===== config.mk =====
export PLATFORM = sky130hd
export DESIGN_NAME = nios_system_cpu_div_cell
export DESIGN_NICKNAME = d
export VERILOG_FILES = /design/src/rtl/nios_system_cpu_div_cell.sv
export SDC_FILE = /design/constraint.sdc
export NUM_CORES = 1
export LEC_CHECK = 0
export ABC_AREA = 1
export CAP_MARGIN = 15
export CORE_MARGIN = 2
export CORE_UTILIZATION = 57
export CTS_CLUSTER_DIAMETER = 120
export CTS_CLUSTER_SIZE = 16
export DETAILED_ROUTE_END_ITERATION = 8
export GPL_TIMING_DRIVEN = 0
export PLACE_DENSITY_LB_ADDON = 0.12
export SLEW_MARGIN = 20
export SYNTH_ARGS = -nofsm -noshare
export SYNTH_HDL_FRONTEND = slang
export SYNTH_SLANG_ARGS = --single-unit

===== constraint.sdc =====
create_clock -name clk -period 2.7 [get_ports clk]
set_input_delay 0.405 -clock clk [delete_from_list [all_inputs] [get_ports clk]]
set_output_delay 0.405 -clock clk [all_outputs]
set_load 0.02 [all_outputs]

===== src/rtl/nios_system_cpu_div_cell.sv =====
// nios_system_cpu_div_cell: iterative radix-2 restoring divider for the
// Nios II M-stage. It returns quotient and remainder 35 cycles after an
// accepted start, with a one-cycle done pulse.
//
// Optional feature macro: NIOS_SYSTEM_CPU_DIV_SIGNED_EN
//   defined   -> M_div_signed selects two's-complement (truncating) division
//   undefined -> all operations are unsigned; the FIX state only passes results through
//
// Handshake: a start is accepted only in IDLE or DONE, and only when reset is low.
// M_div_busy is high for the 34 cycles PREP..FIX. M_div_done pulses high for the
// one DONE cycle. Quotient and remainder hold their values until a later FIX
// overwrites them. There is no queuing; a start in any other state is dropped.
module nios_system_cpu_div_cell #(
  parameter int DIV_WIDTH = 32
) (
  input  logic                 clk,
  input  logic                 reset,
  input  logic                 M_div_start,
  input  logic [DIV_WIDTH-1:0] M_div_src1,
  input  logic [DIV_WIDTH-1:0] M_div_src2,
  input  logic                 M_div_signed,
  output logic                 M_div_busy,
  output logic                 M_div_done,
  output logic [DIV_WIDTH-1:0] M_div_quotient,
  output logic [DIV_WIDTH-1:0] M_div_remainder,
  output logic [2:0]           dbg_state
);

  localparam int W = DIV_WIDTH;

  typedef enum logic [2:0] {
    IDLE = 3'd0,
    PREP = 3'd1,
    ITER = 3'd2,
    FIX  = 3'd3,
    DONE = 3'd4
  } state_t;

  state_t         state_q, state_d;
  logic [W-1:0]   src1_q, src1_d;     // latched dividend, kept for the divide-by-zero result
  logic [W-1:0]   src2_q, src2_d;     // latched divisor
  logic [W-1:0]   dvd_q, dvd_d;       // dividend magnitude, shifts out MSB first; quotient bits shift in
  logic [W-1:0]   dvs_q, dvs_d;       // divisor magnitude
  logic [W-1:0]   rem_q, rem_d;       // partial remainder (always < divisor, so W bits hold it)
  logic [5:0]     cnt_q, cnt_d;
  logic           dz_q, dz_d;
  logic [W-1:0]   quot_q, quot_d;
  logic [W-1:0]   remo_q, remo_d;

  // The 33-bit working remainder exists only between the shift and the trial subtract
  logic [W:0]     rem_sh;
  logic [W:0]     trial;
  logic [W-1:0]   mag1, mag2;
  logic [W-1:0]   fix_q, fix_r;

`ifdef NIOS_SYSTEM_CPU_DIV_SIGNED_EN
  logic           signed_q, signed_d;
  logic           q_neg_q, q_neg_d;
  logic           r_neg_q, r_neg_d;
`else
  logic           unused_signed;
  assign unused_signed = M_div_signed;
`endif

  // State and datapath registers, with synchronous reset that takes priority over start
  always_ff @(posedge clk) begin
    if (reset) begin
      state_q <= IDLE;
      src1_q  <= '0;
      src2_q  <= '0;
      dvd_q   <= '0;
      dvs_q   <= '0;
      rem_q   <= '0;
      cnt_q   <= '0;
      dz_q    <= 1'b0;
      quot_q  <= '0;
      remo_q  <= '0;
`ifdef NIOS_SYSTEM_CPU_DIV_SIGNED_EN
      signed_q <= 1'b0;
      q_neg_q  <= 1'b0;
      r_neg_q  <= 1'b0;
`endif
    end else begin
      state_q <= state_d;
      src1_q  <= src1_d;
      src2_q  <= src2_d;
      dvd_q   <= dvd_d;
      dvs_q   <= dvs_d;
      rem_q   <= rem_d;
      cnt_q   <= cnt_d;
      dz_q    <= dz_d;
      quot_q  <= quot_d;
      remo_q  <= remo_d;
`ifdef NIOS_SYSTEM_CPU_DIV_SIGNED_EN
      signed_q <= signed_d;
      q_neg_q  <= q_neg_d;
      r_neg_q  <= r_neg_d;
`endif
    end
  end

  // Operand magnitudes and sign correction; plain pass-through when signed support is not built
  always_comb begin
`ifdef NIOS_SYSTEM_CPU_DIV_SIGNED_EN
    mag1  = (signed_q && src1_q[W-1]) ? (~src1_q + 1'b1) : src1_q;
    mag2  = (signed_q && src2_q[W-1]) ? (~src2_q + 1'b1) : src2_q;
    fix_q = q_neg_q ? (~dvd_q + 1'b1) : dvd_q;
    fix_r = r_neg_q ? (~rem_q + 1'b1) : rem_q;
`else
    mag1  = src1_q;
    mag2  = src2_q;
    fix_q = dvd_q;
    fix_r = rem_q;
`endif
  end

  // Next-state and datapath update for IDLE/PREP/ITER/FIX/DONE
  always_comb begin
    state_d = state_q;
    src1_d  = src1_q;
    src2_d  = src2_q;
    dvd_d   = dvd_q;
    dvs_d   = dvs_q;
    rem_d   = rem_q;
    cnt_d   = cnt_q;
    dz_d    = dz_q;
    quot_d  = quot_q;
    remo_d  = remo_q;
    rem_sh  = {rem_q, dvd_q[W-1]};
    trial   = rem_sh - {1'b0, dvs_q};
`ifdef NIOS_SYSTEM_CPU_DIV_SIGNED_EN
    signed_d = signed_q;
    q_neg_d  = q_neg_q;
    r_neg_d  = r_neg_q;
`endif

    case (state_q)
      IDLE, DONE: begin
        state_d = IDLE;
        if (M_div_start) begin
          src1_d  = M_div_src1;
          src2_d  = M_div_src2;
`ifdef NIOS_SYSTEM_CPU_DIV_SIGNED_EN
          signed_d = M_div_signed;
`endif
          state_d = PREP;
        end
      end
      PREP: begin
        dvd_d = mag1;
        dvs_d = mag2;
        rem_d = '0;
        cnt_d = '0;
        dz_d  = (src2_q == '0);
`ifdef NIOS_SYSTEM_CPU_DIV_SIGNED_EN
        q_neg_d = signed_q & (src1_q[W-1] ^ src2_q[W-1]);
        r_neg_d = signed_q & src1_q[W-1];
`endif
        state_d = ITER;
      end
      ITER: begin
        // A non-negative trial means the divisor fits: keep the difference and shift in a 1
        if (!trial[W]) begin
          rem_d = trial[W-1:0];
          dvd_d = {dvd_q[W-2:0], 1'b1};
        end else begin
          rem_d = rem_sh[W-1:0];
          dvd_d = {dvd_q[W-2:0], 1'b0};
        end
        cnt_d = cnt_q + 6'd1;
        if (cnt_q == 6'd31) state_d = FIX;
      end
      FIX: begin
        if (dz_q) begin
          quot_d = '1;
          remo_d = src1_q;
        end else begin
          quot_d = fix_q;
          remo_d = fix_r;
        end
        state_d = DONE;
      end
      default: state_d = IDLE;
    endcase
  end

  // Outputs decoded from state; results come straight from their registers
  always_comb begin
    M_div_busy      = (state_q == PREP) || (state_q == ITER) || (state_q == FIX);
    M_div_done      = (state_q == DONE);
    M_div_quotient  = quot_q;
    M_div_remainder = remo_q;
    dbg_state       = state_q;
  end

endmodule


# After elaboration in Yosys (flattened, before gate mapping)
# Cells that the tools add are included.
[totals]
register_bits = 234
out_inout_bits = 69
elab_cells = 35
[classes]
addsub = 2
eq_ne = 6
muxes = 10
n_reduce_logical = 7
[op_table]
columns = ["cell", "n"]
rows = [
  ["32-bit case mux with 2 select lines", 2],
  ["32-bit 2-to-1 mux", 3],
  ["33-bit by 32-bit subtractor with 33-bit output", 1],
  ["32-bit logical NOT", 1],
  ["3-bit case mux with 4 select lines", 1],
  ["6-bit case mux with 2 select lines", 1],
  ["6-bit by 1-bit adder with 6-bit output (second input constant)", 1],
  ["3-bit by 2-bit == test with 1-bit output (second input constant)", 2],
  ["6-bit by 5-bit == test with 1-bit output (second input constant)", 1],
  ["3-bit by 1-bit == test with 1-bit output (second input constant)", 1],
  ["3-bit == test (second input constant)", 1],
  ["3-bit logical NOT", 1],
  ["3-bit 2-to-1 mux", 1],
  ["1-bit logical OR", 2],
  ["1-bit 2-to-1 mux", 2],
  ["2-bit inequality test (second input constant)", 1],
  ["2-bit AND reduction", 1],
  ["2-bit nonzero test", 1],
  ["2-bit OR reduction", 1],
]

# Longest topological paths before layout
[depth]
depth_word = 3
ltp_mapped = 19
mapped_depth_nobuf = 18

# Worst setup path before layout
# OpenSTA, ideal clock, no wires.
[synth_path]
kind = "reg2reg"
startpoint = "reg dvd_q[31]"
endpoint = "reg rem_q[23], in the netlist fix_r[23]"
setup_ns = 0.069
arrival_time_ns = 2.093
setup_slack_ns = 0.538
stages_incl_launch_ff = 20
n_path_buf = 2
synth_period_minus_slack_ns = 2.162
cell_sequence = "dfxtp_1 inv_1 ha_1 inv_1 fa_1 nand2_1 nand2_1 nand3_2 nand2_2 nand2_2 nand2_4 nand2_4 nand2_2 nand2_2 nand2_2 buf_6 buf_12 nand2_2 nand3_2 a21oi_2"
[synth_between]
elab_chain_cells = 3
[synth_lines]
columns = ["item", "line", "text"]
rows = [
  ["from (decl)", "42", "logic [W-1:0] dvd_q, dvd_d;"],
  ["from (signal assigned)", "87", "dvd_q <= dvd_d;"],
  ["33-bit by 32-bit subtractor with 33-bit output", "130", "trial = rem_sh - {1'b0, dvs_q};"],
  ["32-bit 2-to-1 mux", "163", "if (!trial[W]) begin"],
  ["32-bit case mux with 2 select lines", "137", "case (state_q)"],
  ["to (signal assigned)", "89", "rem_q <= rem_d;"],
  ["to (decl)", "44", "logic [W-1:0] rem_q, rem_d;"],
]
# No other way between the ends.
# A chain may end at the register's enable or synchronous reset.

# Worst setup path in the final report
[layout_path]
startpoint = "reg dvd_q[31]"
endpoint = "reg rem_q[26], in the netlist fix_r[26]"
# The elaborated chain is that of the path after synthesis.

==> Flow_metrics.wiki <==
{| class="wikitable"
! Metric !! Value
|-
| Status || completed
|-
| Synthesis Warnings || 0
|-
| Pre-antenna DRT Iters || 5
|-
| Antenna violations before repair || 0
|-
| Setup tns final || 0 ns
|-
| Fraction of layout instances using a drive strength above 1 || 0.0595
|-
| Max Clk Rate || around 0.38 GHz
|-
| Quantity of I/O buffers inserted on ports || 134
|-
| Crit path required time || roughly 3.1 ns
|-
| Total setup violations reported at the end of the flow || 0
|-
| Share of the synthesized area in the top cell type || 0.396
|-
| Violation count after the first detailed-route iteration || ~1,000
|-
| Max-slew headroom at the worst pin || 0.466
|-
| Unrepaired setup endpoints after global routing || no
|-
| Leakage Power || 6.01 nW
|-
| Worst slack at placement || between 0.05 and 0.06 ns
|-
| Count of final hold-check violations || 0
|-
| Sum of overflow across all layers after global routing || 0
|-
| CP startpoint kind || flop
|-
| Total buffers and inverters traversed by the critical path || 3
|-
| Pin count of the biggest net entering global routing || 17
|-
| Worst reg-to-reg path cell count || 17
|-
| Clk Tree Root Cell || sky130_fd_sc_hd__clkbuf_16
|-
| Crit path cell chain || inv_1 -> ha_2 -> inv_1 -> fa_2 -> nand2_1 -> nand2_2 -> nand3_2 -> nand2_2 -> nand2_2 -> nand2_4 -> nand2_4 -> nand3_2 -> nand2_8 -> buf_12 -> nand3_1 -> nand2_1 -> a21oi_2
|-
| Last weighted congestion value of the routability-driven placer || 0.941
|-
| Count of maximum capacitance violations || 0
|-
| Total of hold buffers inserted after clock tree synthesis || 0
|-
| Clk Latency, worst-skew pair || between 0.5 and 0.6 ns
|-
| Power consumption || between 10 and 15 mW
|-
| Number of max-slew violations in the final report || 0
|-
| Critical path start-end classification || flop to flop
|-
| Number of global-route vias before repair || around 11,000
|-
| Clock tree from TritonCTS || built
|-
| Die extent in y || approximately 150 um
|-
| Final Net Count || 2,017
|-
| Maximum level of the CTS H-tree || 1
|-
| Mapped Cells || approximately 1,800
|-
| Detail-routed net length per standard cell || 16.7 um
|-
| Post-layout worst setup margin || 0.0891 ns
|-
| Std cell rows || 52
|-
| Post-Route WL || 36,400 um
|-
| Area delta synth->final || 18.9%
|-
| Share of synthesized area spent on multiplexers || 0
|-
| Largest stage delay, worst path || between 0.3 and 0.4 ns
|-
| Count of antenna diodes in the layout || 0
|-
| Post-Route Utilization || 0.693
|-
| Cell at the slowest stage of the critical path || sky130_fd_sc_hd__fa_2
|-
| Clock Skews || about 0.027 ns
|-
| Number of buffers on the longest clock path || 3
|-
| Top-level port count || approximately 140
|-
| GR Util All Layers || 0.326
|-
| Total via count after detailed routing || between 10,000 and 15,000
|-
| CP Max Fanout || 7
|-
| Cell Area, Synth || about 12,000 sq um
|-
| Unique masters post-synth || between 40 and 50
|-
| Path category of the worst min-delay check || flop to flop
|-
| Number of gates on the worst path with buffers counted || 17
|-
| Largest family of logic cells by synthesized area || simple AND/OR/NAND/NOR gates
|-
| Worst Path Arrival || 2.97 ns
|-
| Critical path's top delay family || simple AND/OR/NAND/NOR gates
|-
| Largest cells by area after synthesis || sky130_fd_sc_hd__dfxtp_1 (40%), sky130_fd_sc_hd__nand2_1 (15%), sky130_fd_sc_hd__a21oi_1 (8.2%)
|-
| Share of the clock period used by the worst path || 0.967
|-
| Clock slew seen by the registers of the worst setup and hold paths || approximately 0.080 ns
|-
| Worst Max-Slew Pin Slew || around 0.8 ns
|-
| Share of the synthesized area in compound gates (AO/OA/AOI/OAI) || 0.183
|-
| Floorplan die area || approximately 22,000 sq um
|-
| Remaining antenna violation count || 0
|-
| Starting utilization of the core area || 0.583
|-
| Crit. End Element || flop
|-
| Pwr Density || around 790 nW/um^2
|-
| Number of nets produced by synthesis || 1,861
|-
| Fraction of synthesized cell area in xor and xnor cells || 0.0111
|-
| DIE WIDTH || roughly 150 um
|-
| Wire length of the first global-routing pass || between 50,000 and 60,000 um
|-
| Number of CTS-inserted buffers || 18
|-
| Clock tree sinks || between 200 and 250
|-
| Post-synthesis sequential element count || between 200 and 250
|-
| Sequential share of the synthesized area || 0.396
|-
| Largest voltage drop on the vdd net || between 0.0004 and 0.0005 V
|-
| Shortest period the worst path allows || 2.61 ns
|-
| Number of remaining DRC errors || 0
|-
| Mean cell area of the mapped netlist || between 6 and 7 sq um
|-
| HPWL after DPL || about 28,000 um
|-
| Fraction of the mapped netlist area in simple logic gates || 0.265
|-
| Adder and majority gate portion of the synthesized area || 0.0366
|-
| Cell depth of the worst hold path || 2
|-
| Leading area contributor after synthesis || sky130_fd_sc_hd__dfxtp_1
|-
| Mean number of vias per cell || about 5.5
|-
| Cell repeated most along the worst path || sky130_fd_sc_hd__nand2_2
|-
| Core Region || around 20,000 sq um
|}
through the flow:
step / std cells / cell area (sq um) / hold slack [ns]
6_report: 2185 / 14100 / 0.464
3_3_place_gp: 2163 / 13500 / 0.447
5_1_grt: 2185 / 14100 / 0.483
3_5_place_dp: 2163 / 13500 / 0.455
2_1_floorplan: 1759 / 11800 / 0.435
4_1_cts: 2183 / 14000 / 0.464
what timing repair did:
action / CTS / global route
gates resized for setup: 0 / 13
endpoints found under the hold margin: 0 / 0
endpoints found under the setup margin: 0 / 31
setup buffers: 0 / 1
cells in the final DEF, fill, tap and decap left out, types with 3 or more instances in the layout:
master                            count
sky130_fd_sc_hd__clkbuf_1            77
sky130_fd_sc_hd__clkbuf_16           19
sky130_fd_sc_hd__inv_1              223
sky130_fd_sc_hd__nor2_1             161
sky130_fd_sc_hd__a31oi_1             31
sky130_fd_sc_hd__nand3b_1             4
sky130_fd_sc_hd__nand2_2             22
sky130_fd_sc_hd__inv_2                9
sky130_fd_sc_hd__xor2_1               9
sky130_fd_sc_hd__a21oi_2             16
sky130_fd_sc_hd__nand3_2             13
sky130_fd_sc_hd__a21oi_1            191
sky130_fd_sc_hd__buf_2                9
sky130_fd_sc_hd__nand2_4              6
sky130_fd_sc_hd__ha_1                32
sky130_fd_sc_hd__o21ai_0            164
sky130_fd_sc_hd__dfxtp_1            234
sky130_fd_sc_hd__xnor2_1              6
sky130_fd_sc_hd__clkdlybuf4s50_1    134
sky130_fd_sc_hd__nor4_1               3
sky130_fd_sc_hd__nand3_1             37
sky130_fd_sc_hd__nor3_1               5
sky130_fd_sc_hd__nand4_1             13
sky130_fd_sc_hd__nand2_1            462
sky130_fd_sc_hd__and2_1               4
synthesized netlist by cell type, drive strengths merged:
cell type    n
xor2         9
nand3       50
a22oi        1
nor4         3
nor2       164
a21o         2
a311oi       1
fa           1
a31oi       31
nand3b       4
buf         15
o21ai      164
dfxtp      234
xnor2        6
a21oi      207
ha          33
and3         1
nor3         9
nand2      491
clkbuf      77
a211oi       2
inv        232
o21bai       1
nor3b        1
nand4       13
or2          1
a221oi       2
and2         4
report_power, final:
part | internal [mW] | switching [mW] | total, mW
Combinational | 1.61 | 3.17 | 4.79
Clock | 1.20 | 1.22 | 2.43
Sequential | 3.74 | 0.203 | 3.94
area by class of cell:
type	count	area [sq um]
well taps	270	338
inverters	232	871
fillers	1848	6230
clock buffers	18	450
flip-flops and latches	234	4680
repair buffers	136	1370
multi-input cells	1201	5910
clock inverters	2	25.0
plain buffers	92	419
metal layers:
| layer | part of all wire | routed length [um] | track usage | vias up |
|---|---|---|---|---|
| li1 | - | - | - | 5897 |
| met1 | 0.45 | 16200 | 0.460 | 5572 |
| met2 | 0.45 | 16300 | 0.523 | 496 |
| met3 | 0.076 | 2790 | 0.0414 | 69 |
| met4 | 0.029 | 1070 | 0.101 | 0 |
| met5 | 0 | 0 | 0 | - |
cell families after synthesis:
family | Yosys count
buffers and inverters | 324
xor gates and xnor gates | 15
DFF | 234
and+or+nand+nor | 741
adders and majority gates | 34
AOI/OAI and AO/OA | 411
registers in the layout, indices dropped and copies added (netlist names):
| register | count |
|---|---|
| M_div_quotient | 32 |
| M_div_remainder | 32 |
| dvd_q | 32 |
| dvs_q | 32 |
| fix_r | 32 |
| mag1 | 32 |
| mag2 | 32 |
| cnt_q | 6 |
| dbg_state | 3 |
| dz_q | 1 |
path summary, 6_finish.rpt:
check                                         from                 end  slack, ns
worst min register to register  M_div_quotient[19]  M_div_quotient[19]       0.46
worst max-delay path                     dvd_q[31]           fix_r[26]       0.09
worst max register to register           dvd_q[31]           fix_r[26]       0.09
worst min-delay path            M_div_quotient[19]  M_div_quotient[19]       0.46
worst min-delay path: cells and delay by family (launching register included):
family          cells  cell delay, ns
simple gates        1            0.06
flops               1            0.31
compound gates      1            0.05
No activity file was read; power rests on OpenSTA's default activity.
